`src/rtl/lsu_mem_ctrl.sv`:
```
// MEM-stage load/store initiator: turns EX/MEM load/store requests into a
// handshaked word-addressed memory access and stalls the pipeline until it completes.
module lsu_mem_ctrl #(
    parameter int TIMEOUT = 255,
    parameter int ADDR_W  = 32
) (
    input  logic              clk,
    input  logic              rst,
    input  logic [31:0]       result_EX_MEM,
    input  logic [31:0]       Write_Data_EX_MEM,
    input  logic              Mem_Write_EX_MEM,
    input  logic              Mem_Read_EX_MEM,
    input  logic [2:0]        funct3_EX_MEM,
    output logic [31:0]       Read_Data,
    output logic              lsu_stall,
    output logic              access_err,
    output logic              bus_err,
    output logic              mem_req,
    output logic              mem_we,
    output logic [ADDR_W-3:0] mem_addr,
    output logic [31:0]       mem_wdata,
    output logic [3:0]        mem_wstrb,
    input  logic              mem_gnt,
    input  logic              mem_rvalid,
    input  logic [31:0]       mem_rdata
);

    typedef enum logic [1:0] {
        IDLE = 2'd0,
        REQ  = 2'd1,
        RSP  = 2'd2,
        DONE = 2'd3
    } state_t;

    localparam logic [7:0] TO_LAST = 8'(TIMEOUT - 1);

    state_t            state_q, state_d;
    logic [7:0]        cnt_q;
    logic [1:0]        addr_lo_q;
    logic [2:0]        funct3_q;
    logic              rd_q;
    logic              we_q;
    logic [ADDR_W-3:0] addr_q;
    logic [31:0]       wdata_q;
    logic [3:0]        wstrb_q;
    logic              acc_err_q;
    logic              bus_err_q;
    logic [31:0]       rdata_q;

    logic              op_valid;
    logic              op_illegal;
    logic              capture;
    logic              timeout_hit;
    logic [31:0]       lane_wdata;
    logic [3:0]        lane_wstrb;

    function automatic logic access_illegal(input logic rd, input logic wr,
                                            input logic [2:0] f3, input logic [1:0] a);
        logic bad;
        case (f3)
            3'b000:  bad = 1'b0;
            3'b001:  bad = a[0];
            3'b010:  bad = (a != 2'b00);
            3'b100:  bad = wr;
            3'b101:  bad = wr | a[0];
            default: bad = 1'b1;
        endcase
        return bad | (rd & wr);
    endfunction

    function automatic logic [31:0] load_extend(input logic [31:0] w, input logic [2:0] f3,
                                                input logic [1:0] a);
        logic [7:0]  b;
        logic [15:0] h;
        logic [31:0] r;
        b = w[{a, 3'b000} +: 8];
        h = a[1] ? w[31:16] : w[15:0];
        case (f3)
            3'b000:  r = {{24{b[7]}}, b};
            3'b001:  r = {{16{h[15]}}, h};
            3'b100:  r = {24'd0, b};
            3'b101:  r = {16'd0, h};
            default: r = w;
        endcase
        return r;
    endfunction

    assign op_valid   = Mem_Read_EX_MEM | Mem_Write_EX_MEM;
    assign op_illegal = access_illegal(Mem_Read_EX_MEM, Mem_Write_EX_MEM,
                                       funct3_EX_MEM, result_EX_MEM[1:0]);

    // Store data is replicated across lanes; the strobe selects the live bytes.
    always_comb begin
        lane_wdata = '0;
        lane_wstrb = '0;
        if (Mem_Write_EX_MEM) begin
            case (funct3_EX_MEM[1:0])
                2'b00: begin
                    lane_wdata = {4{Write_Data_EX_MEM[7:0]}};
                    lane_wstrb = 4'b0001 << result_EX_MEM[1:0];
                end
                2'b01: begin
                    lane_wdata = {2{Write_Data_EX_MEM[15:0]}};
                    lane_wstrb = 4'b0011 << {result_EX_MEM[1], 1'b0};
                end
                default: begin
                    lane_wdata = Write_Data_EX_MEM;
                    lane_wstrb = 4'b1111;
                end
            endcase
        end
    end

    always_comb begin
        state_d     = state_q;
        lsu_stall   = 1'b0;
        mem_req     = 1'b0;
        capture     = 1'b0;
        timeout_hit = 1'b0;
        case (state_q)
            IDLE: begin
                if (op_valid) begin
                    lsu_stall = 1'b1;
                    state_d   = op_illegal ? DONE : REQ;
                end
            end
            REQ: begin
                lsu_stall = 1'b1;
                mem_req   = 1'b1;
                if (mem_gnt) begin
                    if (we_q) begin
                        state_d = DONE;
                    end else if (mem_rvalid) begin
                        capture = 1'b1;
                        state_d = DONE;
                    end else begin
                        state_d = RSP;
                    end
                end else if (cnt_q == TO_LAST) begin
                    timeout_hit = 1'b1;
                    state_d     = DONE;
                end
            end
            RSP: begin
                lsu_stall = 1'b1;
                if (mem_rvalid) begin
                    capture = 1'b1;
                    state_d = DONE;
                end else if (cnt_q == TO_LAST) begin
                    timeout_hit = 1'b1;
                    state_d     = DONE;
                end
            end
            default: state_d = IDLE;
        endcase
    end

    always_ff @(posedge clk or posedge rst) begin
        if (rst) begin
            state_q <= IDLE;
            cnt_q   <= '0;
        end else begin
            state_q <= state_d;
            if (state_d != state_q) begin
                cnt_q <= '0;
            end else if (state_q == REQ || state_q == RSP) begin
                cnt_q <= cnt_q + 8'd1;
            end
        end
    end

    // Access attributes are frozen when the op is accepted so the bus sees stable values.
    always_ff @(posedge clk or posedge rst) begin
        if (rst) begin
            addr_lo_q <= '0;
            funct3_q  <= '0;
            rd_q      <= 1'b0;
            we_q      <= 1'b0;
            addr_q    <= '0;
            wdata_q   <= '0;
            wstrb_q   <= '0;
            acc_err_q <= 1'b0;
            bus_err_q <= 1'b0;
            rdata_q   <= '0;
        end else begin
            acc_err_q <= (state_q == IDLE) && op_valid && op_illegal;
            bus_err_q <= timeout_hit;
            if (state_q == IDLE && op_valid) begin
                addr_lo_q <= result_EX_MEM[1:0];
                funct3_q  <= funct3_EX_MEM;
                rd_q      <= Mem_Read_EX_MEM;
                we_q      <= Mem_Write_EX_MEM;
                addr_q    <= result_EX_MEM[ADDR_W-1:2];
                wdata_q   <= lane_wdata;
                wstrb_q   <= lane_wstrb;
            end
            if (capture) begin
                rdata_q <= load_extend(mem_rdata, funct3_q, addr_lo_q);
            end else if (timeout_hit && rd_q) begin
                rdata_q <= '0;
            end else if (state_q == IDLE && op_valid && op_illegal && Mem_Read_EX_MEM) begin
                rdata_q <= '0;
            end
        end
    end

    assign Read_Data  = rdata_q;
    assign access_err = acc_err_q;
    assign bus_err    = bus_err_q;
    assign mem_we     = we_q;
    assign mem_addr   = addr_q;
    assign mem_wdata  = wdata_q;
    assign mem_wstrb  = wstrb_q;

endmodule

```
`config.mk`:
```
export PLATFORM = sky130hd
export DESIGN_NAME = lsu_mem_ctrl
export DESIGN_NICKNAME = d
export VERILOG_FILES = /design/src/rtl/lsu_mem_ctrl.sv
export SDC_FILE = /design/constraint.sdc
export NUM_CORES = 1
export LEC_CHECK = 0
export ABC_AREA = 1
export BUFFER_PORTS_ARGS = -buffer_cell sky130_fd_sc_hd__buf_4
export CAP_MARGIN = 20
export CELL_PAD_IN_SITES_DETAIL_PLACEMENT = 1
export CELL_PAD_IN_SITES_GLOBAL_PLACEMENT = 1
export CORE_MARGIN = 4
export CORE_UTILIZATION = 33
export CTS_BUF_LIST = sky130_fd_sc_hd__clkbuf_4 sky130_fd_sc_hd__clkbuf_8 sky130_fd_sc_hd__clkbuf_16
export CTS_CLUSTER_SIZE = 40
export DETAILED_ROUTE_END_ITERATION = 16
export GPL_TIMING_DRIVEN = 0
export MAX_ROUTING_LAYER = met4
export PLACE_DENSITY_LB_ADDON = 0.12
export SLEW_MARGIN = 20
export SYNTH_ARGS = -nofsm -noshare
export SYNTH_HDL_FRONTEND = slang
export SYNTH_SLANG_ARGS = --single-unit
```
`constraint.sdc`:
```
create_clock -name clk -period 3.74 [get_ports clk]
set_input_delay 0.187 -clock clk [delete_from_list [all_inputs] [get_ports clk]]
set_output_delay 0.187 -clock clk [all_outputs]
set_load 0.03 [all_outputs]
```
==> flow_summary.toml <==
[run_status]
status = "finished clean"

[power]
finalPower_w = 0.00769
leakagePower_nw = 4.49
power_density_nw_per_um2 = 898
ir_drop_v = 0.000396

[worst_setup_path]
required_ns = 3.55
worstSetupPathType = "reg2out"
worst_ep_arrival_time_ns = 2.27
cp-end-kind = "primary output"
cp-start-kind = "flop"
cp_max_fo = 10

[route]
drtIter0Drc = 251
wl_met2_microns = 9900
drc = 0
wl_met1_microns = 8730
vias = 5724
first_pass_iters = 5
wl_per_cell_microns = 16.9
dr_wl_met3_microns = 1380
top_layer_used = "met4"
ant_nets = 0
viasPerCell = 4.73
drt_wl_total_microns = 20400

[finish]
nFillCells = 2108
area_growth_pct = 48.6
final_area_sq_um = 8570
multiInputGateArea_sq_um = 2450
seq_area_sq_um = 2930
layout.cells.non_filler = 1211
final_nets = 1084
drive_gt1_frac = 0.310
antenna_cells = 0

[clock_tree]
cts_resized = 0
h-tree-depth = 4
cts_setup_buffers = 0
clkTransAtPathRegs_ns = 0.05
clk_latency_ns = 0.42
cts.sinks = 117
cts_tree = "built"
numCtsBuffers = 17
root_buffer = "clkbuf_16"
holdBufCountCts = 32
cts_buffer_depth = 2

[yosys]
synth_cell_types = 33
ys_ff_latch = 117
synth-seq-area-share = 0.508
syn-cell-area_sq_um = 5770
yosysWarnings = 0
synthArstFlopShare = 1.00
ys.flop_type = "dfrtp_1"
synth_edf_count = 0
syn_inst = 714
syn_nets = 825
avgSynthCellArea_sq_um = 8.07

[placed_design]
dp.cells = 1147
dp_hpwl_microns = 15200
io_buffers = 207
placed_area_sq_um = 7630
gp_congestion = 0.825

[grt]
track_usage = 0.221
grt_first_pass_wirelength_microns = 33700
globalRouteOverflowTotal = 0
grt_max_degree = 72
antenna_found_initial = 0
grt_pass1_vias = 6209

[sta]
fin_skew_ns = 0.00909
setup_violations = 0
hold_violations = 0
max_freq_mhz = 407
period_needed_ns = 2.45
slew_violations = 0
rsz0062_at_grt = "no"
worst_pin_slew_ns = 0.557
slew_headroom = 0.629
fin_crit_sh = 0.656

[floorplan]
start_util = 0.334
dieArea_sq_um = 19700
fp-row-count = 48
die_y_microns = 140
die_w_microns = 140
core_area_sq_um = 17200
io_pins = 208

[worst_hold_path]
hp-class = "in2reg"

[run]
maxCapViolations = 0
==> through the flow <==
step           setup WS [ns]  hold slack (ns)  TNS (ns)   util
3_3_place_gp           -1.23            0.382   -143.29  0.441
5_1_grt                 1.14           0.0233         0  0.497
4_1_cts                 1.24          0.00965         0  0.497
2_1_floorplan          0.452            0.297         0      -
6_report                1.29           0.0250         0  0.497
3_5_place_dp            1.42            0.249         0  0.443
==> worst max-delay path: stages, from the launching register on <==
cell	delay (ns)
dfrtp_1	0.41
inv_1	0.13
ha_1	0.26
nand2_2	0.14
buf_2	0.27
buf_2	0.32
a21oi_1	0.14
buf_4	0.19
==> sequential cells by signal, summed over array words and instances (netlist names), 2 cells and up <==
signal,cells
funct3_q,3
addr_lo_q,2
mem_addr,30
mem_wstrb,4
cnt_q,8
mem_wdata,32
Read_Data,32
state_q,2
==> cell type report <==
cell class | count | share of cell area
inverter | 53 | 0.0238
clock inverter | 14 | 0.0206
buffer | 35 | 0.0223
timing repair buffer | 240 | 0.222
clock buffer | 18 | 0.0512
sequential | 117 | 0.342
tap | 225 | 0.0329
multi-input combinational | 509 | 0.286
==> cell usage in the layout (no fill, tap or decap), types with 2 or more instances in the layout <==
master,instances
dlygate4sd3_1,32
nor2_1,37
nor2_2,11
a21oi_1,24
clkinv_4,5
inv_6,3
inv_2,7
ha_1,6
xnor2_1,2
clkbuf_16,17
nand2_1,256
nand3_2,11
dfrtp_1,117
clkinv_2,2
o21ai_0,52
o311ai_1,8
inv_1,45
nor2_4,2
nand3_1,56
o21ai_1,10
buf_4,211
o211ai_1,10
clkinvlp_4,2
nand2_2,3
or2_2,7
xor2_1,5
nand3b_1,2
clkbuf_1,14
bufinv_16,3
buf_2,14
==> path summary, 6_finish.rpt <==
path	startpoint	end	slack, ns	cells past startpoint
worst min-delay path	Mem_Read_EX_MEM	rd_q	0.03	3
worst min register to register	mem_addr[0]	mem_addr[0]	0.48	2
worst max register to register	state_q[0]	Read_Data[28]	1.50	8
max in group asynchronous	rst	access_err	2.65	4
worst max-delay path	state_q[0]	lsu_stall	1.29	7
min in group asynchronous	rst	mem_addr[0]	0.38	3
==> metal layers <==
layer,vias to the layer above,track usage
met1,2712,0.273
met5,-,-
met3,29,0.0642
met2,164,0.352
met4,0,0.0694
li1,2819,-
==> where the power goes <==
group,internal [W],switching [W]
clock,0.00107,0.000636
sequential,0.00178,0.000323
combinational,0.00133,0.00255
total,0.00418,0.00351
==> logic make-up (layout without fill, tap and decap cells) <==
logic type                 count (synthesis)  after routing  share of synthesized area
and+or+nand+nor                          390            390                      0.299
xor gates and xnor gates                   7              7                     0.0106
buffers and inverters                     88            360                     0.0677
AOI/OAI and AO/OA                        106            106                      0.102
DFF                                      117            117                      0.508
adders and majority gates                  6              6                     0.0130
==> Yosys cell counts (8+ instances only) <==
library cell,number,area (sq um)
a21oi_1,24,120
buf_2,14,70.1
clkbuf_1,14,52.6
dfrtp_1,117,2930
inv_1,46,173
nand2_1,256,961
nand3_1,56,280
nand3_2,11,110
nor2_1,37,139
nor2_2,11,68.8
o211ai_1,10,75.1
o21ai_0,52,260
o21ai_1,10,50.1
o311ai_1,8,70.1
No activity file was read; power rests on OpenSTA's default activity.
